**src/rtl/inp_ctrl.sv**
```systemverilog
`default_nettype none
// ============================================================================
//  Module   : inp_ctrl (with helper inp_ctrl_debounce)
//  Brief    : Input-side controller. Synchronises and debounces the switch
//             bank and the exec button, generates a one-cycle exec strobe,
//             and answers processor input reads over a req/ack handshake
//             that waits for the user to confirm with an exec press.
//  Revision : 1.0  initial release
// ============================================================================

// ----------------------------------------------------------------------------
//  inp_ctrl_debounce
//  Two-flop synchroniser followed by a group debounce filter. A new value
//  must remain unchanged on the synchronised side for DB_LIMIT cycles before
//  it is passed to the output. The counter saturates so it never wraps.
// ----------------------------------------------------------------------------
module inp_ctrl_debounce #(
    parameter int W        = 16,
    parameter int DB_LIMIT = 50000,
    parameter int DB_W     = 16
) (
    input  logic         clock,
    input  logic         reset,
    input  logic [W-1:0] din_raw,
    output logic [W-1:0] dout
);

    // Counter end points. The output is loaded on the transition into
    // DB_LIMIT-1, i.e. while the counter currently holds DB_LIMIT-2.
    localparam logic [DB_W-1:0] C_CNT_MAX = DB_W'(DB_LIMIT);
    localparam logic [DB_W-1:0] C_CNT_PRE = DB_W'(DB_LIMIT - 2);

    logic [W-1:0]    sync1_q, sync1_d;
    logic [W-1:0]    sync2_q, sync2_d;
    logic [W-1:0]    cand_q,  cand_d;
    logic [DB_W-1:0] cnt_q,   cnt_d;
    logic [W-1:0]    out_q,   out_d;

    // Next-state: synchroniser shift and debounce candidate/counter update.
    always_comb begin
        sync1_d = din_raw;
        sync2_d = sync1_q;
        cand_d  = cand_q;
        cnt_d   = cnt_q;
        out_d   = out_q;
        if (sync2_q != cand_q) begin
            // Input moved: restart the stability window on the new value.
            cand_d = sync2_q;
            cnt_d  = '0;
        end else if (cnt_q != C_CNT_MAX) begin
            cnt_d = cnt_q + DB_W'(1);
            if (cnt_q == C_CNT_PRE) begin
                out_d = cand_q;
            end
        end
    end

    // State registers, cleared asynchronously.
    always_ff @(posedge clock or posedge reset) begin
        if (reset) begin
            sync1_q <= '0;
            sync2_q <= '0;
            cand_q  <= '0;
            cnt_q   <= '0;
            out_q   <= '0;
        end else begin
            sync1_q <= sync1_d;
            sync2_q <= sync2_d;
            cand_q  <= cand_d;
            cnt_q   <= cnt_d;
            out_q   <= out_d;
        end
    end

    assign dout = out_q;

endmodule

// ----------------------------------------------------------------------------
//  inp_ctrl (top)
// ----------------------------------------------------------------------------
module inp_ctrl #(
    parameter int WIDTH    = 16,
    parameter int DB_LIMIT = 50000,
    parameter int DB_W     = 16
) (
    input  logic             clock,
    input  logic             reset,
    input  logic [WIDTH-1:0] sw,
    input  logic             btn,
    input  logic             in_req,
    output logic             in_ack,
    output logic [WIDTH-1:0] in_data,
    output logic             exec,
    output logic [WIDTH-1:0] sw_live,
    output logic             waiting
);

    typedef enum logic [1:0] {
        ST_IDLE = 2'd0,
        ST_WAIT = 2'd1,
        ST_ACK  = 2'd2,
        ST_HOLD = 2'd3
    } state_t;

    state_t           state_q, state_d;
    logic [WIDTH-1:0] in_data_q, in_data_d;
    logic             exec_q, exec_d;
    logic             btn_db_prev_q, btn_db_prev_d;
    logic [WIDTH-1:0] sw_db;
    logic             btn_db;
    logic             exec_pulse;

    inp_ctrl_debounce #(
        .W        (WIDTH),
        .DB_LIMIT (DB_LIMIT),
        .DB_W     (DB_W)
    ) u_sw_db (
        .clock   (clock),
        .reset   (reset),
        .din_raw (sw),
        .dout    (sw_db)
    );

    inp_ctrl_debounce #(
        .W        (1),
        .DB_LIMIT (DB_LIMIT),
        .DB_W     (DB_W)
    ) u_btn_db (
        .clock   (clock),
        .reset   (reset),
        .din_raw (btn),
        .dout    (btn_db)
    );

    // Rising edge of the debounced button: one pulse per accepted press.
    assign exec_pulse = btn_db & ~btn_db_prev_q;

    // Handshake FSM and exec forwarding. Only the ACK entry path writes
    // in_data; a press consumed by a read is never forwarded as exec.
    always_comb begin
        state_d       = state_q;
        in_data_d     = in_data_q;
        exec_d        = 1'b0;
        btn_db_prev_d = btn_db;
        case (state_q)
            ST_IDLE: begin
                if (in_req) begin
                    if (exec_pulse) begin
                        in_data_d = sw_db;
                        state_d   = ST_ACK;
                    end else begin
                        state_d   = ST_WAIT;
                    end
                end else begin
                    exec_d = exec_pulse;
                end
            end
            ST_WAIT: begin
                // A withdrawn request wins over a coincident press.
                if (!in_req) begin
                    state_d = ST_IDLE;
                end else if (exec_pulse) begin
                    in_data_d = sw_db;
                    state_d   = ST_ACK;
                end
            end
            ST_ACK: begin
                state_d = ST_HOLD;
            end
            ST_HOLD: begin
                if (!in_req) begin
                    state_d = ST_IDLE;
                end
            end
            default: begin
                state_d = ST_IDLE;
            end
        endcase
    end

    // FSM and output registers, cleared asynchronously.
    always_ff @(posedge clock or posedge reset) begin
        if (reset) begin
            state_q       <= ST_IDLE;
            in_data_q     <= '0;
            exec_q        <= 1'b0;
            btn_db_prev_q <= 1'b0;
        end else begin
            state_q       <= state_d;
            in_data_q     <= in_data_d;
            exec_q        <= exec_d;
            btn_db_prev_q <= btn_db_prev_d;
        end
    end

    // in_ack and waiting decode straight from the state so an asynchronous
    // reset removes them immediately.
    assign in_ack  = (state_q == ST_ACK);
    assign waiting = (state_q == ST_WAIT);
    assign in_data = in_data_q;
    assign exec    = exec_q;
    assign sw_live = sw_db;

endmodule

`default_nettype wire

```
**config.mk**
```make
export PLATFORM = sky130hd
export DESIGN_NAME = inp_ctrl
export DESIGN_NICKNAME = d
export VERILOG_FILES = /design/src/rtl/inp_ctrl.sv
export SDC_FILE = /design/constraint.sdc
export NUM_CORES = 1
export LEC_CHECK = 0
export BUFFER_PORTS_ARGS = -buffer_cell sky130_fd_sc_hd__clkbuf_2
export CORE_MARGIN = 5
export CORE_UTILIZATION = 53
export DETAILED_ROUTE_END_ITERATION = 7
export PLACE_DENSITY = 0.78
export SLEW_MARGIN = 20
export SYNTH_ARGS = -nofsm -noshare
export SYNTH_HDL_FRONTEND = slang
export SYNTH_SLANG_ARGS = --single-unit
```
**constraint.sdc**
```tcl
create_clock -name clock -period 6.1 [get_ports clock]
set_input_delay 0.61 -clock clock [delete_from_list [all_inputs] [get_ports clock]]
set_output_delay 0.61 -clock clock [all_outputs]
set_load 0.1 [all_outputs]
```
# == After elaboration in Yosys (flattened, before gate mapping) ==
# Cells that the tools add are included.
# totals
regBits,120
input_bits,20
output_inout_bits,35
word_cells,52
# op_classes
n_addsub,2
eq_ne,12
n_mux,12
bitwise,4
n_reduce_logical,8
# ops
op,count
16-bit two-way mux,4
16-bit by 1-bit adder with 16-bit output (second input constant),2
16-bit == test (second input constant),2
16-bit != test (second input constant),2
16-bit != test,1
3-bit AND reduction,4
2-bit two-way mux,5
2-bit case mux with 4 select lines,1
2-bit == test (second input constant),2
2-bit != test (second input constant),2
2-bit nonzero test,2
3-bit by 2-bit != test with 1-bit output (second input constant),1
1-bit NOT,3
2-bit by 1-bit == test with 1-bit output (second input constant),1
2-bit logical NOT,1
1-bit two-way mux,2
2-bit OR reduction,1
1-bit AND,1
1-bit != test,1

# == Longest topological paths before layout ==
# Gate-level depths: netlist of run 1.
# logic_depth
word_depth,5
depth_mapped,6
depth_no_buf,6

# == Cells and area by module ==
# Synthesis of run 1 repeated with hierarchy kept, for this count alone.
# hier_totals
hier_cells,353
area_unflattened_um2,4768.3
# by_module_without_submodules
module,n_inst,cells_per_inst,area_per_inst_um2,seq_area_each_um2
inp_ctrl_debounce (u_sw_db),1,205,2932.8,2001.9
inp_ctrl_debounce (u_btn_db),1,99,1021.0,500.5
inp_ctrl,1,49,814.5,500.5

# == Worst setup path after synthesis of run 1 ==
# Ideal clock, no wire load.
# synth_path
kind,reg-to-output
start,register state_q[1]
end,output port in_ack
arrival_time_ns,1.750
slack_ns,3.740
path_stages_with_launch,2
path_buffers,0
path_cell_list,dfrtp_1 -> nor2b_1
# synth_via
elab_chain_cells,1
# synth_rtl
element,line_no,text
"start, declared",106,"state_t state_q, state_d;"
"start signal, assigned",190,state_q <= state_d;
2-bit == test,199,assign in_ack = (state_q == ST_ACK);
"end, declared",92,"output logic in_ack,"
# No other way between the ends.

# == Worst setup path in the final report of run 1 ==
# layout_path
start,register u_sw_db.cand_q[4]
end,"register u_sw_db.out_q[10], in the netlist u_sw_db.dout[10]"
# layout_via
elab_chain_cells,3
# layout_rtl
element,line_no,text
"start, declared",35,"logic [W-1:0] cand_q, cand_d;"
"start signal, assigned",69,cand_q <= cand_d;
16-bit != test,46,if (sync2_q != cand_q) begin
1-bit NOT (no source line),-,
3-bit AND reduction (no source line),-,
"end signal, assigned",71,out_q <= out_d;
"end, declared",37,"logic [W-1:0] out_q, out_d;"
# No other way between the ends.
# A chain may end at the register's enable or synchronous reset.

==> summary.txt, run 1 <==
Die
  • Die width: 103 microns
  • Top-Level Pins: 55
  • Num rows: 34
  • Core Box Area: 8590 sq um
  • Initial Util: 53.8%
  • DIE HEIGHT: 103 microns
  • DIE AREA: 10700 sq um

Yosys
  • Cell area after synthesis: approximately 4600 sq um
  • Post-synthesis sequential area ratio: about two thirds
  • Post-synth EDFFs: 0
  • Post-synth ARST share: 100%
  • Synth Instances: 344
  • Synth Area per Inst: 13.4 sq um
  • Syn nets: 370
  • Distinct cells, synth: 35
  • Synthesis-stage register bit count: 120
  • Top FF cell, synth: dfrtp_1
  • Yosys warns: 0

GRT
  • M3 GR Usage: 5.23%
  • Initial antenna violation count: 0
  • First-pass GRT wire length: 13400 microns
  • Largest net degree at the start of global routing: between 80 and 90
  • Met2 GRT Util: 25.6%
  • Tot GR Track Use: 16.7%
  • Most crowded layer after global routing: met2
  • Total gr overflow: 0
  • Met1 usage: between 20% and 30%
  • Vias in the first global route: 2802

Drt
  • Vias: around 2600
  • Drt drc: 0
  • Wire per inst: 14.9 microns
  • Via density: 5.08
  • DR iter-0 viols: 98
  • Drt total wl: 7690 microns
  • Detail Route Antenna Nets: 0
  • First-pass detailed-route iteration total: 4

Critical path
  • Setup CP Type: reg2reg
  • CP Max Fanout: 17
  • Crit end category: register
  • Worst R2R End: u_sw_db.dout[10]
  • CP startpoint kind: register
  • FF-to-FF Start: u_sw_db.cand_q[4]
  • FF-to-FF path depth: 5
  • Critical Path RT: 6.49 ns
  • Reg2Reg Setup Slack: 3.19 ns
  • Critical Path AT: between 3 and 4 ns

Power
  • Total power: 1.78 mW
  • Sequential power share: 46.7%
  • P_int: about 1.4 mW
  • Pwr dens: about 320 nW/um^2
  • Combinational fraction of design power: 2.8%
  • Switch Pwr: around 0.4 mW
  • VDD IR max: 0.176 mV
  • Lkg Pwr: around 2.6 nW
  • Clock network power share: 50.5%
  • Switching power share of the total: 22.4%

Place
  • Final HPWL DP: ~5000 microns
  • Placer congestion estimate: 0.772
  • I/O Buffers: 54
  • Place WS: 3.17 ns
  • DP Cell Count: a little under 500

Timing
  • Post-layout worst setup margin: roughly 3.2 ns
  • Period utilisation layout: 47.8%
  • Final setup fails: 0
  • Least-Margin Pin Slew: 0.994 ns
  • Rel. slew slack: 33.5%
  • Fin crit period: 2.91 ns
  • RSZ-0062 raised after global routing: false
  • Setup Skew: 0.00683 ns
  • Max Slew Vio Count: 0
  • Hold Violations, Final: 0
  • Max Freq: between 0.3 and 0.4 GHz
  • Setup_tns: 0 ns

CTS
  • Worst-path clk slew: around 0.060 ns
  • TritonCTS clock tree: yes
  • Hold Buf Count CTS: 0
  • CTS Buf Count: 17
  • Setup bufs post-CTS: 0
  • Sink Count: 120
  • H-tree depth: 4
  • Cts repair resizes: 0
  • Clock buffer depth: 2
  • Root Driver: clkbuf_8
  • Clock latency on the worst-skew pair: about 0.51 ns

Layout
  • Most common cell after layout, fill and taps aside: dfrtp_1
  • Share of cells above drive strength 1: a little under a third
  • Nets: around 420
  • Commonest non-fill, non-tap cells in the layout: dfrtp_1 (120), clkbuf_2 (54), nor2_1 (37)
  • Layout fillers: 622
  • Antenna Cells: 0
  • P&R area growth vs syn: 19.0%
  • Layout Cells excl Fill: 517
  • Core Util, Final: 64.1%

Run
  • Max-Cap Viols: 0

Outcome
  • Status: finished, final reports clean

Worst hold path
  • Hold Path Class: in2async
[cell families after synthesis]
family / after synthesis / synth area share, %
XOR/XNOR: 44 / 8.33
AND/OR/NAND/NOR: 104 / 12.7
adder cells (fa/ha/maj): 6 / 1.62
multiplexers: 34 / 9.04
buffers and inverters: 29 / 2.62
flip-flops: 120 / 64.9
AO/OA/AOI/OAI: 7 / 0.785
[power by group through the flow]
| stage | sequential (mW) | combinational (mW) | clock, mW |
|---|---|---|---|
| detailed placement | 0.847 | 0.0509 | 0 |
| global route | 0.836 | 0.0584 | 0.960 |
| CTS | 0.833 | 0.0515 | 0.920 |
| global placement | 0.845 | 0.0497 | 0 |
| finish | 0.833 | 0.0497 | 0.902 |
| floorplan | 0.843 | 0.0393 | 0 |
[Yosys cell counts, types with 2 or more instances]
cell      number  area [sq um]
a21oi_1        5          25.0
and2_1         2          12.5
and3_1         8          50.1
and4_1         2          17.5
clkbuf_1      20          75.1
dfrtp_1      120          3000
ha_1           6          75.1
inv_1          7          26.3
mux2_2        22           248
mux2_4        10           150
mux2i_1        2          20.0
nand2_1       10          37.5
nand2b_1       2          12.5
nand3_1       11          55.1
nand3b_1       3          22.5
nand4_1        7          43.8
nor2_1        37           139
nor2b_1        2          12.5
nor3_1         3          15.0
nor3b_1        2          15.0
nor4_1         2          12.5
nor4_2         4          50.1
nor4bb_1       3          30.0
xnor2_1        9          78.8
xor2_1        35           307
[sequential cells by signal, summed over array words and instances (netlist names)]
register          count
btn_db_prev_q         1
exec                  1
in_data              16
state_q               2
u_btn_db.cand_q       1
u_btn_db.cnt_q       16
u_btn_db.dout         1
u_btn_db.sync1_q      1
u_btn_db.sync2_q      1
u_sw_db.cand_q       16
u_sw_db.cnt_q        16
u_sw_db.dout         16
u_sw_db.sync1_q      16
u_sw_db.sync2_q      16
[area by class of cell]
class / instances / area, sq um / area share (%)
Inverter: 7 / 28.8 / 0.523
Sequential cell: 120 / 3000 / 54.5
Clock inverter: 14 / 125 / 2.27
Tap cell: 108 / 135 / 2.45
Clock buffer: 18 / 428 / 7.77
Timing Repair Buffer: 55 / 278 / 5.05
Multi-Input combinational cell: 195 / 1510 / 27.4
[routing by layer]
metal  vias up  share of wire [%]
met1      1312                 45
met5         -                  0
li1       1251                  -
met4         0                1.5
met2        49                 49
met3        15                4.6
[worst max path at each step]
stage / start / end / slack, ns / depth (start not counted)
global placement: u_sw_db.cand_q[4] / u_sw_db.dout[13] / 3.24 / 5
CTS: u_sw_db.cand_q[11] / u_sw_db.dout[10] / 3.15 / 5
global route: u_sw_db.cand_q[11] / u_sw_db.dout[10] / 3.02 / 5
detailed placement: u_sw_db.cand_q[11] / u_sw_db.dout[11] / 3.17 / 5
floorplan: reset / btn_db_prev_q / 2.30 / 1
finish: u_sw_db.cand_q[4] / u_sw_db.dout[10] / 3.19 / 5
[critical path, cell delays in order, from the launching register on]
cell and delay [ns]:
dfrtp_1 0.39, xor2_1 0.17, nor4_2 0.34, nand4_2 0.49, nor3_4 0.97, mux2_2 0.42
[metrics by stage]
step | instance area, sq um | hold WS [ns]
detailed placement | 4940 | 0.335
CTS | 5500 | 0.124
finish | 5510 | 0.125
global placement | 4940 | 0.331
floorplan | 4620 | 0.331
global route | 5510 | 0.159
Power figures use the tool's default switching activity.
==> run 2, diff against run 1 <==
==> constraint.sdc (replaced) <==
create_clock -name clock -period 2.9 [get_ports clock]
set_input_delay 0.29 -clock clock [delete_from_list [all_inputs] [get_ports clock]]
set_output_delay 0.29 -clock clock [all_outputs]
set_load 0.1 [all_outputs]
==> run 2 against run 1 <==
Net effect: routed wire length is 11% higher; cell count grew 4.4%; clock-buffer cell count stayed put; worst setup slack worse by 2.6 ns; register-to-register slack worse by 2.6 ns; combinational power grew to 2.6 times the previous value; die area unchanged; sequential share of layout area down 3.5 points; utilization grew 4.4 points; power rose by 140%; sequential power increased by 110%; critical path type unchanged; largest cell class unchanged; highest routed layer unchanged.
==> summary.txt, run 2 (synthesis results as in run 1) <==
Outcome
  • Status: finished, final reports clean

Die
  • DIE HEIGHT: 103 microns
  • Core Box Area: 8590 sq um
  • Top-Level Pins: 55
  • Initial Util: roughly 54%
  • DIE AREA: 10700 sq um
  • Die width: 103 microns
  • Num rows: 34

Layout
  • Layout fillers: around 590
  • P&R area growth vs syn: 27.3%
  • Core Util, Final: 68.5%
  • Most common cell after layout, fill and taps aside: dfrtp_1
  • Antenna Cells: 0
  • Nets: 445
  • Share of cells above drive strength 1: 30.1%
  • Commonest non-fill, non-tap cells in the layout: dfrtp_1 (120), clkbuf_2 (54), nor2_1 (37)

Critical path
  • Slowest stage delay, CP: about 0.52 ns
  • CP Cell Sequence: xor2_1, nor4_2, nand4_2, nor3_4, buf_12, mux2_2
  • Crit end category: register
  • CP bufs+invs: 1
  • CP startpoint kind: register
  • FF-to-FF Start: u_sw_db.cand_q[4]
  • CP Max Fanout: 9
  • Critical Path AT: 2.70 ns
  • Reg2Reg Setup Slack: 0.60 ns
  • Setup CP Type: reg2reg
  • CP max-delay cell: nor3_4
  • Critical Path Start: u_sw_db.cand_q[4]
  • Critical Path RT: 3.30 ns
  • CP top delay family: simple AND/OR/NAND/NOR gates

CTS
  • H-tree depth: 4
  • Sink Count: 120
  • CTS Buf Count: 17
  • TritonCTS clock tree: yes
  • Worst-path clk slew: roughly 0.06 ns
  • Hold Buf Count CTS: 19
  • Clock latency on the worst-skew pair: 0.52 ns
  • Setup bufs post-CTS: 0
  • Clock buffer depth: 2
  • Cts repair resizes: 0
  • Root Driver: clkbuf_8

Drt
  • Drt drc: 0
  • Detail Route Antenna Nets: 0
  • DR iter-0 viols: roughly 80
  • First-pass detailed-route iteration total: 4
  • Vias: 2738
  • Drt total wl: 8530 microns
  • Via density: slightly above 5
  • Wire per inst: approximately 16 microns

Worst hold path
  • Hold Path Class: reg2reg
  • Hold_sp: u_sw_db.sync1_q[13]

Timing
  • Rel. slew slack: about 60%
  • Max Freq: approximately 0.43 GHz
  • Period utilisation layout: 79.3%
  • Least-Margin Pin Slew: ~0.6 ns
  • Max Slew Vio Count: 0
  • Final setup fails: 0
  • Setup Skew: 0.00863 ns
  • Hold Violations, Final: 0
  • Setup_tns: 0 ns
  • Hold slack: 0.344 ns
  • Post-layout worst setup margin: ~0.6 ns
  • RSZ-0062 raised after global routing: false
  • Fin crit period: roughly 2.3 ns

Run
  • Max-Cap Viols: 0

Place
  • I/O Buffers: 54
  • Placer congestion estimate: ~0.8
  • Final HPWL DP: 5200 microns
  • Place WS: 0.601 ns

GRT
  • First-pass GRT wire length: about 15000 microns
  • Largest net degree at the start of global routing: 121
  • Total gr overflow: 0
  • Vias in the first global route: 2943
  • Tot GR Track Use: between 10% and 20%
  • Initial antenna violation count: 0

Power
  • VDD IR max: 0.576 mV
  • Pwr dens: 735 nW/um^2
  • Lkg Pwr: approximately 2.8 nW
## run 2: cell types whose count changed in the layout (fill, tap and decap cells not counted)
| cell | delta |
|---|---|
| buf_12 | +2 |
| buf_4 | +2 |
| bufinv_16 | +6 |
| clkinv_2 | -3 |
| clkinv_4 | -2 |
| clkinvlp_4 | -1 |
| dlygate4sd3_1 | +19 |
| inv_4 | -1 |
| inv_6 | +1 |
| xor2_1 | +1 |
| xor2_2 | -1 |
## run 2: through the flow
| stage | std cells | power, mW | instance area (sq um) |
|---|---|---|---|
| final | 540 | 4.33 | 5890 |
| after global routing | 540 | 4.47 | 5890 |
| after CTS | 540 | 4.37 | 5890 |
| after detailed placement | 489 | 1.89 | 5000 |
| after global placement | 489 | 1.89 | 5000 |
| after floorplan | 344 | 1.86 | 4630 |
## run 2: worst paths after layout
check | endpoint | cells past startpoint
worst max-delay path | u_sw_db.dout[13] | 6
worst min-delay path | u_sw_db.sync2_q[13] | 0
worst max register to register | u_sw_db.dout[13] | 6
worst min register to register | u_sw_db.sync2_q[13] | 0
max in group asynchronous | btn_db_prev_q | 4
min in group asynchronous | in_data[1] | 4
## run 2: report_power, final
part           internal (mW)  switching, mW  total [mW]
registers               1.72         0.0355        1.75
clock network           1.69          0.755        2.44
logic                 0.0554         0.0745       0.130
## run 2: final cells by class
class	count	area, sq um	share of cell area (%)
well taps	108	135	2.30
flip-flops and latches	120	3000	51.0
repair buffers	78	523	8.89
clock inverters	14	267	4.53
clock buffers	18	428	7.27
multi-input cells	195	1500	25.5
inverters	7	30.0	0.510
## run 2: metal layers
metal / share of wire, % / track usage (%) / vias up / routed length [microns]
li1: - / - / 1304 / -
met1: 41 / 21.3 / 1365 / 3540
met2: 52 / 31.4 / 56 / 4460
met3: 5.0 / 6.91 / 13 / 424
met4: 1.3 / 7.07 / 0 / 110
met5: 0 / 0 / - / 0
